[src/rtl/dbus_uncache_router_pkg.sv]
// -----------------------------------------------------------------------------
// dbus_uncache_router_pkg
// Shared data-bus request/response types and the router state encoding.
//   dbus_req_t     : CPU-side request (valid, addr, size, strobe, data)
//   dbus_resp_t    : target response (addr_ok, data_ok, data)
//   router_state_t : IDLE / ADDR / DATA transaction phases
// -----------------------------------------------------------------------------
package dbus_uncache_router_pkg;

  typedef struct packed {
    logic        valid;
    logic [31:0] addr;
    logic [2:0]  size;
    logic [3:0]  strobe;
    logic [31:0] data;
  } dbus_req_t;

  typedef struct packed {
    logic        addr_ok;
    logic        data_ok;
    logic [31:0] data;
  } dbus_resp_t;

  typedef enum logic [1:0] {
    IDLE = 2'd0,
    ADDR = 2'd1,
    DATA = 2'd2
  } router_state_t;

endpackage

[src/rtl/dbus_watchdog.sv]
// -----------------------------------------------------------------------------
// dbus_watchdog
// Counts cycles a transaction stays outstanding and raises a sticky error flag
// once it has been outstanding for TIMEOUT cycles. TIMEOUT=0 disables the flag.
//   i_clk     : clock
//   i_rst     : asynchronous active-high reset
//   i_busy    : transaction outstanding and not completing this cycle
//   o_timeout : sticky timeout flag, cleared only by reset
// -----------------------------------------------------------------------------
module dbus_watchdog #(
  parameter int TIMEOUT = 1024
) (
  input  logic i_clk,
  input  logic i_rst,
  input  logic i_busy,
  output logic o_timeout
);

  localparam int         W    = (TIMEOUT > 1) ? $clog2(TIMEOUT) : 1;
  localparam logic [W-1:0] LAST = W'(TIMEOUT - 1);
  localparam bit         EN   = (TIMEOUT != 0);

  logic [W-1:0] r_cnt;
  logic         r_timeout;

  // Cycle counter and sticky flag; the counter freezes once the flag is set.
  always_ff @(posedge i_clk or posedge i_rst) begin
    if (i_rst) begin
      r_cnt     <= '0;
      r_timeout <= 1'b0;
    end else if (!i_busy) begin
      r_cnt     <= '0;
    end else if (!r_timeout) begin
      if (EN && (r_cnt == LAST)) begin
        r_timeout <= 1'b1;
      end else begin
        r_cnt     <= r_cnt + W'(1);
      end
    end
  end

  assign o_timeout = r_timeout;

endmodule

[src/rtl/dbus_uncache_router.sv]
// -----------------------------------------------------------------------------
// dbus_uncache_router
// Steers each translated data request to the data cache or the uncached bus
// path, holds that choice until the transaction completes, and muxes the
// selected target's response back to the CPU. One transaction outstanding.
//   clk, reset  : clock, asynchronous active-high reset
//   dreq        : translated request from the CPU side
//   uncached    : routing flag for dreq (sampled only in IDLE)
//   dresp       : response to the CPU
//   dcreq/dcresp: data cache request/response
//   ucreq/ucresp: uncached path request/response
//   bus_timeout : sticky watchdog error
//   uc_count    : completed uncached transactions (wraps)
// -----------------------------------------------------------------------------
module dbus_uncache_router
  import dbus_uncache_router_pkg::*;
#(
  parameter int TIMEOUT = 1024,
  parameter int CNT_W   = 32
) (
  input  logic             clk,
  input  logic             reset,
  input  dbus_req_t        dreq,
  input  logic             uncached,
  output dbus_resp_t       dresp,
  output dbus_req_t        dcreq,
  input  dbus_resp_t       dcresp,
  output dbus_req_t        ucreq,
  input  dbus_resp_t       ucresp,
  output logic             bus_timeout,
  output logic [CNT_W-1:0] uc_count
);

  router_state_t    r_state;
  router_state_t    w_state_nxt;
  logic             r_sel;
  logic             w_sel;
  logic             w_fwd_valid;
  logic             w_addr_hs;
  logic             w_data_hs;
  logic             w_busy;
  dbus_resp_t       w_resp;
  logic [CNT_W-1:0] r_uc_count;

  // Routing selection, response mux and handshake qualification.
  always_comb begin
    w_sel       = r_sel;
    w_fwd_valid = 1'b0;
    w_addr_hs   = 1'b0;
    w_data_hs   = 1'b0;
    w_resp      = dcresp;
    if (r_state == IDLE) begin
      w_sel = uncached;
    end else begin
      w_sel = r_sel;
    end
    if (w_sel) begin
      w_resp = ucresp;
    end else begin
      w_resp = dcresp;
    end
    // In DATA the request was already taken; nothing new is forwarded.
    w_fwd_valid = dreq.valid & (r_state != DATA);
    w_addr_hs   = w_fwd_valid & w_resp.addr_ok;
    // Outside DATA a data_ok only counts together with the address handshake.
    if (r_state == DATA) begin
      w_data_hs = w_resp.data_ok;
    end else begin
      w_data_hs = w_addr_hs & w_resp.data_ok;
    end
    w_busy = (r_state != IDLE) & ~w_data_hs;
  end

  // Request fan-out and CPU response; everything is quiet while in reset.
  always_comb begin
    dcreq = dreq;
    ucreq = dreq;
    dresp = '0;
    if (reset) begin
      dcreq.valid = 1'b0;
      ucreq.valid = 1'b0;
      dresp       = '0;
    end else begin
      dcreq.valid   = w_fwd_valid & ~w_sel;
      ucreq.valid   = w_fwd_valid & w_sel;
      dresp.addr_ok = w_addr_hs;
      dresp.data_ok = w_data_hs;
      dresp.data    = w_resp.data;
    end
  end

  // Next-state logic for the single-outstanding transaction FSM.
  always_comb begin
    w_state_nxt = r_state;
    case (r_state)
      IDLE, ADDR: begin
        if (w_data_hs) begin
          w_state_nxt = IDLE;
        end else if (w_addr_hs) begin
          w_state_nxt = DATA;
        end else if (w_fwd_valid) begin
          w_state_nxt = ADDR;
        end else begin
          w_state_nxt = r_state;
        end
      end
      DATA: begin
        if (w_data_hs) begin
          w_state_nxt = IDLE;
        end else begin
          w_state_nxt = DATA;
        end
      end
      default: w_state_nxt = IDLE;
    endcase
  end

  // State, captured routing choice and uncached completion counter.
  always_ff @(posedge clk or posedge reset) begin
    if (reset) begin
      r_state    <= IDLE;
      r_sel      <= 1'b0;
      r_uc_count <= '0;
    end else begin
      r_state <= w_state_nxt;
      if ((r_state == IDLE) && dreq.valid) begin
        r_sel <= uncached;
      end
      if (w_data_hs && w_sel) begin
        r_uc_count <= r_uc_count + CNT_W'(1);
      end
    end
  end

  assign uc_count = r_uc_count;

  dbus_watchdog #(
    .TIMEOUT (TIMEOUT)
  ) u_watchdog (
    .i_clk     (clk),
    .i_rst     (reset),
    .i_busy    (w_busy),
    .o_timeout (bus_timeout)
  );

endmodule

[config.mk]
export PLATFORM = sky130hd
export DESIGN_NAME = dbus_uncache_router
export DESIGN_NICKNAME = d
export VERILOG_FILES = /design/src/rtl/dbus_uncache_router_pkg.sv /design/src/rtl/dbus_watchdog.sv /design/src/rtl/dbus_uncache_router.sv
export SDC_FILE = /design/constraint.sdc
export NUM_CORES = 1
export LEC_CHECK = 0
export BUFFER_PORTS_ARGS = -buffer_cell sky130_fd_sc_hd__buf_2
export CORE_AREA = 2 2 137 139
export DETAILED_ROUTE_END_ITERATION = 10
export DIE_AREA = 0 0 139 141
export SLEW_MARGIN = 20
export SYNTH_ARGS = -nofsm -noshare
export SYNTH_HDL_FRONTEND = slang
export SYNTH_SLANG_ARGS = --single-unit
[constraint.sdc]
create_clock -name clk -period 2.6 [get_ports clk]
set_input_delay 0.13 -clock clk [delete_from_list [all_inputs] [get_ports clk]]
set_output_delay 0.13 -clock clk [all_outputs]
set_load 0.1 [all_outputs]
==> summary.md <==
| Metric | Value |
|---|---|
| Synth-to-Final Area Change | 24.0% |
| Die Span Y | 141 um |
| Number of global-route vias before repair | 2918 |
| CTS tree | done |
| CTS sink count | 46 |
| Worst VDD drop | 0.645 mV |
| Startpoint types | register |
| Routed len/inst | 15.9 um |
| Post-synth EDFFs | 0 |
| Width of the die | 139 um |
| Starting Density | 20.6% |
| Routability Congestion | 0.794 |
| Share of the clock period used by the worst path | 92.4% |
| # IOs | 354 |
| Register bit total from synthesis | 46 |
| Synth warnings | 0 |
| Clock Skews | 4.61 ps |
| Max Buffers Root-to-Sink | 2 |
| H-tree levels | 2 |
| PostCTS Resize Cnt | 0 |
| Max-slew violation count | 0 |
| Top FF cell, synth | dfrtp_1 |
| FMAX | 416 MHz |
| Synthesized area per cell | 8.18 um2 |
| Synthesized net count | 604 |
| Post-Layout Cell Count | 693 |
| Reg2Reg Launch Point | r_state[1]$_DFFE_PP0P_ |
| Final ANT Viol Nets | 0 |
| Layout cell share with drive strength beyond 1 | 41.9% |
| Combinational Power Share | 71.0% |
| Seq/Total Area, Yosys | 30.7% |
| Worst R2R Setup Slack | 390 ps |
| Crit path DAT | 2270 ps |
| Initial antenna violation count | 3 |
| Number of setup buffers added after CTS | 0 |
| Max-cap viol count | 0 |
| Asr flop ratio synth | 100% |
| # fillers | 1986 |
| Clk_lat worst skew | 280 ps |
| Overflow after GRT | 0 |
| # nets final | 600 |
| Least-Margin Pin Slew | 616 ps |
| Status | completed |
| Crit Path Max Fanout | 7 |
| Clock power share | 12.6% |
| Row Count | 50 |
| Critical path origin | r_state[1]$_DFFE_PP0P_ |
| Reg clk slew, reported paths | 60 ps |
| Vias | 2891 |
| Switching Power | 2.83 mW |
| R2R cell count | 5 |
| Post-route DRC | 0 |
| First-pass GRT wire length | 16800 um |
| Reg-to-reg critical path endpoint | uc_count[27]$_DFFE_PP0P_ |
| Total length of routed wires | 11000 um |
| Gr usage total | 10.8% |
| Largest net degree at the start of global routing | 48 |
| Worst Setup EP | dresp[32] |
| Final hold violation count | 0 |
| Internal power | 2.28 mW |
| Crit end category | primary output |
| Leakage | 2.11 nW |
| Hold Buf Count CTS | 0 |
| Netlist cell types | 34 |
| DIE AREA | 0.0196 mm2 |
| Final worst path period need | 2400 ps |
| Placed Cells | 682 |
| Final HPWL DP | 8920 um |
| Num CTS Buffers | 5 |
| Setup TNS Final | 0 ps |
| RSZ-0062 raised after global routing | no |
| Crit Path Class | register to primary output |
| Class of the worst hold path | primary input to async pin |
| Synth Instances | 459 |
| First-pass detailed-route iteration total | 4 |
| Placeable Area | 0.0183 mm2 |
| Via/cell ratio | 4.17 |
| Relative slew slack | 58.6% |
| Switch share | 55.4% |
| Final setup fails | 0 |
| Iteration-0 DRC Markers | 62 |
| Port bufs | 140 |
| Root Driver | clkbuf_16 |
| Worst EP required | 2470 ps |
| Register share of total power | 16.4% |
| Pwr dens | 1100 mW/mm2 |
| Synth Cell Area | 0.00375 mm2 |
## flip-flops by register name (all words and copies together) (netlist names)
name,count
r_state,2
u_watchdog.r_cnt,10
r_sel,1
u_watchdog.o_timeout,1
uc_count,32
## placed cells by master, fill, tap and decap left out, types with 5 or more instances in the layout
cell	n
nand2_1	80
nor2_1	18
a21oi_4	28
and3_1	8
nand3_1	17
xnor2_1	27
buf_12	35
buf_2	105
nor3_1	5
dfrtp_1	46
buf_4	8
clkbuf_16	5
and4_1	5
xor2_1	11
nand4_1	16
## cell type report
cell class | instances | area (um2) | share of cell area (%)
Timing Repair Buffer | 148 | 1290 | 27.6
Antenna cell | 3 | 7.51 | 0.161
Clock buffer | 7 | 143 | 3.06
Tap cell | 234 | 293 | 6.29
Sequential cell | 46 | 1150 | 24.7
Multi-Input combinational cell | 249 | 1750 | 37.6
Inverter | 5 | 18.8 | 0.403
Clock inverter | 1 | 5.00 | 0.107
## worst max-delay path, cell delays in order, from the launching register on
cell and delay, ps:
dfrtp_1 430, or3b_1 500, and2_1 230, mux2i_1 320
o21ai_0 120, and3_1 220, buf_12 170
## metrics by stage
step / total power, mW / setup WS [ps] / hold slack (ps) / area [um2] / utilization [%]
4_1_cts: 5.18 / 184 / 50.2 / 4650 / 25.5
3_3_place_gp: 4.50 / 426 / 261 / 4500 / 24.6
5_1_grt: 5.35 / 48.0 / 87.4 / 4650 / 25.5
6_report: 5.11 / 198 / 20.1 / 4660 / 25.5
2_1_floorplan: 4.44 / -370 / 280 / 4080 / -
3_5_place_dp: 4.53 / 391 / 261 / 4500 / 24.6
## synthesized netlist by cell type (8+ instances only)
cell | count | area [um2]
xor2_1 | 11 | 96.3
nand3_1 | 17 | 85.1
clkbuf_1 | 11 | 41.3
xnor2_1 | 27 | 236
dfrtp_1 | 46 | 1150
nand4_1 | 16 | 100
and3_1 | 8 | 50.1
nand2_1 | 80 | 300
a21oi_1 | 34 | 170
nor2_1 | 18 | 67.6
buf_4 | 144 | 1080
## per-layer routing
metal  global-route usage [%]  routed length [um]
met1                     12.0                4190
met2                     16.4                4800
met3                     6.73                1540
met4                     4.94                 466
met5                        0                   0
## logic make-up after synthesis
family / synth area share, %
buffers and inverters: 31.3
AND/OR/NAND/NOR: 20.0
flip-flops: 30.7
AO/OA/AOI/OAI: 7.03
XOR/XNOR: 8.86
multiplexers: 1.53
adder cells (fa/ha/maj): 0.666
## how the worst min path moves through the flow
| stage | from | endpoint | depth (start not counted) |
|---|---|---|---|
| 2_1_floorplan | uncached | r_sel$_DFFE_PP0P_ | 1 |
| 3_3_place_gp | dreq[22] | dcreq[22] | 0 |
| 3_5_place_dp | dreq[22] | dcreq[22] | 0 |
| 4_1_cts | reset | u_watchdog.r_cnt[6]$_DFFE_PP0P_ | 3 |
| 5_1_grt | reset | r_state[1]$_DFFE_PP0P_ | 3 |
| 6_report | reset | r_sel$_DFFE_PP0P_ | 3 |
## power by group through the flow
stage          Sequential [mW]  Combinational [mW]  Clock, mW
6_report                 0.841                3.63      0.642
5_1_grt                  0.854                3.81      0.684
4_1_cts                  0.841                3.68      0.660
3_5_place_dp             0.852                3.67          0
3_3_place_gp             0.852                3.65          0
2_1_floorplan             1.08                3.37          0
(Power assumes the default switching activity.)
